### src/rtl/instr_encoder.sv
// Pipelined RV32I encoder: decoded descriptor -> 32-bit machine word plus illegal-descriptor flag.
// Optional saturating word/error counters are built when INSTR_ENCODER_STATS_EN is defined.
module instr_encoder #(
  parameter int IMM_CHECK = 1,
  parameter int CNT_W     = 16
) (
  input  logic             clk,
  input  logic             rst,
  input  logic             in_valid,
  output logic             in_ready,
  input  logic [4:0]       in_opcode,
  input  logic [4:0]       in_rd,
  input  logic [4:0]       in_rs1,
  input  logic [4:0]       in_rs2,
  input  logic [2:0]       in_funct3,
  input  logic             in_f7b5,
  input  logic [31:0]      in_imm,
  output logic             out_valid,
  input  logic             out_ready,
  output logic [31:0]      out_instr,
  output logic             out_err,
  output logic [CNT_W-1:0] stat_enc,
  output logic [CNT_W-1:0] stat_err
);

  localparam logic [4:0] OPC_LUI    = 5'b01101;
  localparam logic [4:0] OPC_AUIPC  = 5'b00101;
  localparam logic [4:0] OPC_JAL    = 5'b11011;
  localparam logic [4:0] OPC_JALR   = 5'b11001;
  localparam logic [4:0] OPC_BRANCH = 5'b11000;
  localparam logic [4:0] OPC_LOAD   = 5'b00000;
  localparam logic [4:0] OPC_STORE  = 5'b01000;
  localparam logic [4:0] OPC_OPIMM  = 5'b00100;
  localparam logic [4:0] OPC_OP     = 5'b01100;
  localparam logic [4:0] OPC_FENCE  = 5'b00011;
  localparam logic [4:0] OPC_SYSTEM = 5'b11100;
  localparam logic       CHK        = (IMM_CHECK != 0);

  logic [6:0]  opc;
  logic        i_ok, b_ok, j_ok;
  logic [31:0] enc;
  logic        bad_fn, bad_imm;
  logic [31:0] enc_word;
  logic        enc_err;

  logic        s1_valid, s1_err;
  logic [31:0] s1_instr;
  logic        s2_valid, s2_err;
  logic [31:0] s2_instr;
  logic        accept, s2_adv;

  assign opc  = {in_opcode, 2'b11};
  // Range checks: upper bits must be pure sign extension of the field's top bit.
  assign i_ok = (in_imm[31:11] == {21{in_imm[11]}});
  assign b_ok = (in_imm[31:12] == {20{in_imm[12]}}) && !in_imm[0];
  assign j_ok = (in_imm[31:20] == {12{in_imm[20]}}) && !in_imm[0];

  always_comb begin
    enc     = 32'h0;
    bad_fn  = 1'b0;
    bad_imm = 1'b0;
    case (in_opcode)
      OPC_OP: begin
        enc    = {1'b0, in_f7b5, 5'b00000, in_rs2, in_rs1, in_funct3, in_rd, opc};
        bad_fn = in_f7b5 && (in_funct3 != 3'b000) && (in_funct3 != 3'b101);
      end
      OPC_OPIMM: begin
        if (in_funct3 == 3'b001 || in_funct3 == 3'b101) begin
          enc     = {1'b0, in_f7b5, 5'b00000, in_imm[4:0], in_rs1, in_funct3, in_rd, opc};
          bad_fn  = in_f7b5 && (in_funct3 != 3'b101);
          bad_imm = (in_imm[31:5] != 27'd0);
        end else begin
          enc     = {in_imm[11:0], in_rs1, in_funct3, in_rd, opc};
          bad_imm = !i_ok;
        end
      end
      OPC_LOAD: begin
        enc     = {in_imm[11:0], in_rs1, in_funct3, in_rd, opc};
        bad_fn  = (in_funct3 == 3'b011) || (in_funct3 == 3'b110) || (in_funct3 == 3'b111);
        bad_imm = !i_ok;
      end
      OPC_JALR: begin
        enc     = {in_imm[11:0], in_rs1, in_funct3, in_rd, opc};
        bad_fn  = (in_funct3 != 3'b000);
        bad_imm = !i_ok;
      end
      OPC_STORE: begin
        enc     = {in_imm[11:5], in_rs2, in_rs1, in_funct3, in_imm[4:0], opc};
        bad_fn  = (in_funct3 > 3'b010);
        bad_imm = !i_ok;
      end
      OPC_BRANCH: begin
        enc     = {in_imm[12], in_imm[10:5], in_rs2, in_rs1, in_funct3,
                   in_imm[4:1], in_imm[11], opc};
        bad_fn  = (in_funct3[2:1] == 2'b01);
        bad_imm = !b_ok;
      end
      OPC_LUI, OPC_AUIPC: begin
        enc     = {in_imm[31:12], in_rd, opc};
        bad_imm = (in_imm[11:0] != 12'd0);
      end
      OPC_JAL: begin
        enc     = {in_imm[20], in_imm[10:1], in_imm[11], in_imm[19:12], in_rd, opc};
        bad_imm = !j_ok;
      end
      OPC_FENCE: begin
        enc     = {in_imm[11:0], 5'b00000, 3'b000, 5'b00000, opc};
        bad_imm = !i_ok;
      end
      OPC_SYSTEM: begin
        if (in_imm == 32'd0)      enc = 32'h0000_0073;
        else if (in_imm == 32'd1) enc = 32'h0010_0073;
        else                      bad_fn = 1'b1;
      end
      default: bad_fn = 1'b1;
    endcase
  end

  assign enc_err  = bad_fn || (CHK && bad_imm);
  assign enc_word = enc_err ? 32'h0 : enc;

  assign in_ready = !s1_valid || !s2_valid || out_ready;
  assign accept   = in_valid && in_ready;
  assign s2_adv   = s1_valid && (!s2_valid || out_ready);

  always_ff @(posedge clk or posedge rst) begin
    if (rst) begin
      s1_valid <= 1'b0;
      s1_instr <= 32'h0;
      s1_err   <= 1'b0;
      s2_valid <= 1'b0;
      s2_instr <= 32'h0;
      s2_err   <= 1'b0;
    end else begin
      if (accept) begin
        s1_valid <= 1'b1;
        s1_instr <= enc_word;
        s1_err   <= enc_err;
      end else if (s2_adv) begin
        s1_valid <= 1'b0;
      end
      // S2 only reloads when it is empty or its word leaves this cycle, so held outputs stay stable.
      if (s2_adv) begin
        s2_valid <= 1'b1;
        s2_instr <= s1_instr;
        s2_err   <= s1_err;
      end else if (out_ready) begin
        s2_valid <= 1'b0;
      end
    end
  end

  assign out_valid = s2_valid;
  assign out_instr = s2_instr;
  assign out_err   = s2_err;

`ifdef INSTR_ENCODER_STATS_EN
  logic [CNT_W-1:0] enc_cnt, err_cnt;

  always_ff @(posedge clk or posedge rst) begin
    if (rst) begin
      enc_cnt <= '0;
      err_cnt <= '0;
    end else if (s2_valid && out_ready) begin
      if (enc_cnt != '1)           enc_cnt <= enc_cnt + CNT_W'(1);
      if (s2_err && err_cnt != '1) err_cnt <= err_cnt + CNT_W'(1);
    end
  end

  assign stat_enc = enc_cnt;
  assign stat_err = err_cnt;
`else
  assign stat_enc = '0;
  assign stat_err = '0;
`endif

endmodule

### config.mk
export PLATFORM = sky130hd
export DESIGN_NAME = instr_encoder
export DESIGN_NICKNAME = d
export VERILOG_FILES = /design/src/rtl/instr_encoder.sv
export SDC_FILE = /design/constraint.sdc
export NUM_CORES = 1
export LEC_CHECK = 0
export CAP_MARGIN = 20
export CORE_MARGIN = 5
export CORE_UTILIZATION = 45
export CTS_BUF_LIST = sky130_fd_sc_hd__clkbuf_16
export DETAILED_ROUTE_END_ITERATION = 10
export GPL_TIMING_DRIVEN = 0
export HOLD_SLACK_MARGIN = 0.02
export PLACE_DENSITY = 0.79
export SLEW_MARGIN = 20
export SYNTH_ARGS = -nofsm -noshare
export SYNTH_HDL_FRONTEND = slang
export SYNTH_SLANG_ARGS = --single-unit
### constraint.sdc
create_clock -name clk -period 2.2 [get_ports clk]
set_input_delay 0.44 -clock clk [delete_from_list [all_inputs] [get_ports clk]]
set_output_delay 0.44 -clock clk [all_outputs]
set_load 0.02 [all_outputs]
==> out/metrics.csv, run 1 <==
metric;value;unit
IO Count;127;
gp weighted congestion;0.920;
area delta synth->final;51.1;%
Reg2Reg Depth;7;
unrepaired setup endpoints after global routing;true;
IO buf count;91;
Setup CP Type;input port to flip-flop;
Cells after Synth;383;
fin nets;600;
Mapped Area;0.00383;mm²
Slew @ Worst Pin;0.753;ns
dpl hpwl;8640;µm
Slew HR;0.493;
crit-path max FO;7;
Area contributors post-synth;dfrtp_1 (43%), mux2_2 (9.4%), buf_4 (6.5%);
Fin. Hold Viols;0;
first-pass GRT wire length;18900;µm
drt first pass iters;5;
max-cap viol count;0;
die height;102;µm
DRT antenna net count;0;
worst hold-check path type;input port to async pin;
Pins Over Slew Limit;0;
1st-iter DRT viols;331;
dpl cell area;0.00502;mm²
cell taking the most area after synthesis;dfrtp_1;
unique cell type count in the Yosys netlist;50;
Seq pwr share;0.349;
total CTS buffers;9;
GR Overflow Total;0;
diode count;0;
Crit path arrival time;2.47;ns
Longest Clk Path Bufs;2;
Synth Register Bits;66;
Setup Skew;0.00948;ns
largest net degree at the start of global routing;50;
Via density;5.61;
DIE WIDTH;102;µm
Comb power frac;0.214;
routed vias;3628;
worst setup margin;-0.0152;ns
leakage power;2.71;nW
Mean Syn Cell Area;10.0;µm²
status;finished with violations;
Clk pwr share;0.437;
most frequent cells after synthesis;dfrtp_1 (66), nand2_1 (46), buf_4 (33);
Period minus WS final;2.22;ns
EDFF count, synth;0;
post-layout instance area;0.00579;mm²
Post-synth ARST share;1.00;
final WL;12300;µm
R2R setup slack;0.33;ns
number of global-route vias before repair;3695;
Hold Buf Count CTS;0;
Reg-to-Reg End;s1_instr[8]$_DFFE_PP0P_;
ys flop type;dfrtp_1;
crit share post-route;1.01;
core area;0.00826;mm²
Setup crit end kind;flip-flop;
NetSw;1.03;mW
Setup-failing EPs final;1;
failing checks;negative setup slack;
synth warn;0;
GR Util All Layers;0.237;
Cell Rows;33;
most frequent cell after synthesis;dfrtp_1;
CTS Sinks;66;
post-synth top area share;0.431;
starting density of the core;0.464;
critical path required time;2.45;ns
layout cell share with drive strength beyond 1;0.360;
FF-to-FF Start;s1_valid$_DFFE_PP0P_;
Max VDD drop;0.403;mV
FMAX;0.451;GHz
Critical Path Start Type;input port;
H-tree depth;3;
sw frac;0.272;
Root Driver;clkbuf_16;
Reg clk slew, reported paths;0.06;ns
dpl ws;-0.770;ns
Residual DRC;0;
die area;0.0105;mm²
Pwr Density;654;mW/mm²
hold_ws;0.400;ns
WL per Instance;19.0;µm
Clk Latency, worst-skew pair;0.33;ns
sequential area share after synthesis;0.431;
P_int;2.75;mW
CTS tree;done;
antenna violations before repair;0;
-- power by group through the flow --
stage	registers [mW]	logic [mW]	clock network [mW]
final	1.32	0.808	1.66
after detailed placement	1.34	0.733	0
after global placement	1.34	0.718	0
after floorplan	1.38	0.380	0
after global routing	1.33	0.860	1.74
after CTS	1.32	0.782	1.68
-- cell families after synthesis --
family          after synthesis  synth area share
flops                        66             0.431
compound gates               98             0.199
mux                          32            0.0941
fa+ha+maj                     3           0.00980
simple gates                120             0.153
other cells                   1          0.000979
buf+inv                      63             0.112
-- state kept, by name (all words and copies together) (netlist names) --
name / flops
out_instr: 31
s1_instr: 31
out_err: 1
out_valid: 1
s1_err: 1
s1_valid: 1
-- through the flow --
step	TNS [ns]	std cells	util	total power, mW
2_1_floorplan	0	414	-	1.76
3_3_place_gp	-81.67	610	0.604	2.05
3_5_place_dp	-25.02	611	0.608	2.07
4_1_cts	-0.00267	640	0.687	3.78
5_1_grt	-0.179	647	0.701	3.92
6_report	-0.0152	647	0.701	3.78
-- worst max-delay path, stage by stage --
cell	delay (ns)
dlygate4sd2_1	0.33
inv_1	0.12
ha_1	0.16
nand4_1	0.15
nor4_4	0.31
and2_4	0.20
o22a_4	0.17
nand3_4	0.13
bufbuf_16	0.31
o21ai_2	0.13
-- routing by layer --
metal | wire length (µm) | GRT usage
met5 | 0 | 0
met2 | 5840 | 0.392
met1 | 5000 | 0.299
met4 | 645 | 0.128
met3 | 822 | 0.0348
-- layout by cell type (no fill, tap or decap), types with 4 or more instances in the layout --
| master | count |
|---|---|
| a21oi_1 | 12 |
| a222oi_1 | 4 |
| a22oi_1 | 18 |
| buf_4 | 48 |
| buf_6 | 8 |
| clkbuf_1 | 7 |
| clkbuf_16 | 9 |
| clkbuf_2 | 12 |
| clkdlybuf4s15_1 | 4 |
| clkdlybuf4s50_1 | 55 |
| conb_1 | 32 |
| dfrtp_1 | 66 |
| dlygate4sd2_1 | 11 |
| dlymetal6s2s_1 | 8 |
| inv_1 | 9 |
| mux2_2 | 32 |
| nand2_1 | 42 |
| nand2b_1 | 6 |
| nand3_1 | 4 |
| nand4_1 | 6 |
| nor2_1 | 22 |
| nor4_4 | 4 |
| o21ai_0 | 15 |
| o21ai_2 | 26 |
-- repair_timing --
action	CTS	global route
resized for setup	80	60
pin swaps	19	29
setup endpoints to repair	32	31
cloned	2	0
buffers inserted	11	7
-- worst max path at each step --
stage / startpoint / end / slack (ns) / cells past startpoint
final: in_imm[12] / s1_instr[8]$_DFFE_PP0P_ / -0.02 / 10
after global routing: in_imm[12] / s1_instr[8]$_DFFE_PP0P_ / -0.04 / 10
after CTS: in_imm[4] / s1_instr[8]$_DFFE_PP0P_ / -0.003 / 8
after detailed placement: in_imm[22] / s1_instr[20]$_DFFE_PP0P_ / -0.77 / 9
after global placement: rst / out_instr[5]$_DFFE_PP0P_ / -0.91 / 2
after floorplan: rst / out_err$_DFFE_PP0P_ / 0.11 / 1
-- layout make-up --
cell class	instances	area (µm²)
buffer	53	422
clock buffer	9	225
clock inverter	7	119
fill	616	2470
inverter	10	40.0
multi-input combinational	285	2100
sequential	66	1650
tap	105	131
timing repair buffer	112	1100
(Power assumes the default switching activity.)
==> run 2, diff against run 1 <==
Clock period 2.2 ns to 2.8 ns, I/O delays scaled along.
==> run 2 against run 1 <==
Net effect: the flow now finishes without violations; critical path depth fell by 1; sequential power fell by 21%; core utilization fell by 5.1 points; critical path type unchanged; critical endpoint is now s1_instr[20]$_DFFE_PP0P_; largest power group unchanged; highest routed layer unchanged.
==> out/metrics.csv, run 2 (same netlist as run 1, synthesis figures left out) <==
metric;value;unit
crit share post-route;0.936;
GR Overflow Total;0;
Setup crit end kind;flip-flop;
post-layout instance area;0.00537;mm²
Hold Buf Count CTS;0;
Reg clk slew, reported paths;0.06;ns
Cell Rows;33;
IO Count;127;
antenna violations before repair;0;
layout cell share with drive strength beyond 1;0.243;
cells along the critical path;clkdlybuf4s50_1, nor4_2, nand3_1, nor3_1, and2_2, o22a_2, nand3_4, buf_6, a22oi_4;
DIE WIDTH;102;µm
IO buf count;91;
max-cap viol count;0;
Slew HR;0.512;
Setup Skew;0.00874;ns
total CTS buffers;9;
GRT busiest layer;met2;
WL per Instance;17.8;µm
Clk Latency, worst-skew pair;0.33;ns
hold_ws;0.472;ns
critical path required time;3.05;ns
fin nets;580;
Critical Path Start Type;input port;
largest net degree at the start of global routing;50;
Max VDD drop;0.314;mV
Slew @ Worst Pin;0.724;ns
Pins Over Slew Limit;0;
Crit path buffers/inverters;2;
met3 GRT Util;0.0300;
CP delay by family, top;simple AND/OR/NAND/NOR gates;
Core Util, Final;0.650;
Setup-failing EPs final;0;
most common cell after layout, fill and taps aside;clkdlybuf4s50_1;
starting density of the core;0.464;
CTS tree;done;
drt first pass iters;5;
diode count;0;
die area;0.0105;mm²
die height;102;µm
first-pass GRT wire length;17900;µm
Period minus WS final;2.62;ns
CP Launch Point;in_imm[22];
Setup CP Type;input port to flip-flop;
CTS Sinks;66;
Pwr Density;543;mW/mm²
Via density;5.41;
H-tree depth;3;
GR Util All Layers;0.225;
number of global-route vias before repair;3584;
met2 Usage GRT;0.366;
crit-path max FO;10;
Worst path slowest cell;clkdlybuf4s50_1;
Reg-to-Reg End;s1_instr[20]$_DFFE_PP0P_;
Fin. Hold Viols;0;
met1 Use GR;0.290;
dpl hpwl;8640;µm
DRT antenna net count;0;
Root Driver;clkbuf_16;
Crit path arrival time;2.87;ns
unrepaired setup endpoints after global routing;false;
crit-path max cell delay;0.48;ns
leakage power;2.40;nW
FF-to-FF Start;out_valid$_DFFE_PP0P_;
post-route setup TNS;0;ns
status;completed;
Finished Layout Cells;627;
critical path capture point;s1_instr[20]$_DFFE_PP0P_;
FMAX;0.382;GHz
1st-iter DRT viols;191;
core area;0.00826;mm²
worst hold-check path type;flip-flop to flip-flop;
dpl cell area;0.00502;mm²
most frequent cells in the layout;clkdlybuf4s50_1 (91), dfrtp_1 (66), nand2_1 (46);
gp weighted congestion;0.920;
R2R setup slack;0.72;ns
area delta synth->final;40.2;%
Residual DRC;0;
placed cells;611;
final WL;11200;µm
routed vias;3395;
Longest Clk Path Bufs;2;
CP Depth;9;
Reg2Reg Depth;5;
## run 2: changes by cell type in the layout (fill, tap and decap cells not counted), moves of 6 or more
cell,before,now
buf_4,48,33
clkbuf_2,12,0
clkdlybuf4s50_1,55,91
dlygate4sd2_1,11,0
dlymetal6s2s_1,8,1
nor4_1,0,6
## run 2: worst min-delay path by stage
stage,from,end,cells after the start
6_report,s1_instr[26]$_DFFE_PP0P_,s1_instr[26]$_DFFE_PP0P_,2
5_1_grt,s1_instr[31]$_DFFE_PP0P_,s1_instr[31]$_DFFE_PP0P_,2
4_1_cts,s1_instr[26]$_DFFE_PP0P_,s1_instr[26]$_DFFE_PP0P_,2
3_5_place_dp,s1_instr[26]$_DFFE_PP0P_,s1_instr[26]$_DFFE_PP0P_,2
3_3_place_gp,s1_instr[17]$_DFFE_PP0P_,s1_instr[17]$_DFFE_PP0P_,2
2_1_floorplan,s1_instr[1]$_DFFE_PP0P_,s1_instr[1]$_DFFE_PP0P_,2
## run 2: through the flow
| step | power, mW | setup slack [ns] |
|---|---|---|
| floorplan | 1.38 | 0.585 |
| CTS | 2.94 | 0.0481 |
| detailed placement | 1.63 | -0.290 |
| global route | 3.04 | 0.0559 |
| global placement | 1.61 | -0.432 |
| finish | 2.92 | 0.180 |
## run 2: worst min-delay path: stages, from the launching register on
cell     delay [ns]
dfrtp_1        0.33
nand2_1        0.06
o21ai_2        0.05
## run 2: metal layers
| metal | part of all wire | up-vias |
|---|---|---|
| met5 | 0 | - |
| met2 | 0.49 | 148 |
| met3 | 0.065 | 23 |
| li1 | - | 1590 |
| met4 | 0.034 | 0 |
| met1 | 0.41 | 1634 |
## run 2: power by group
| group | internal, mW | leakage, nW | switching, mW |
|---|---|---|---|
| clock network | 0.869 | 0.167 | 0.429 |
| logic | 0.270 | 1.34 | 0.314 |
| registers | 1.01 | 0.898 | 0.0295 |
| total | 2.15 | 2.40 | 0.772 |
## run 2: timing repair
action | 4_1_cts | 5_1_grt
setup buffers | 0 | 0
endpoints found under the setup margin | 0 | 29
gates resized for setup | 0 | 1
hold endpoints to repair | 0 | 0
## run 2: layout make-up
cell class                      count  area [µm²]
Clock buffer                        9         225
Tap cell                          105         131
Sequential cell                    66        1650
Fill cell                         683        2890
Buffer                             53         393
Inverter                           10        40.0
Timing Repair Buffer               92         938
Clock inverter                      7         119
Multi-Input combinational cell    285        1870
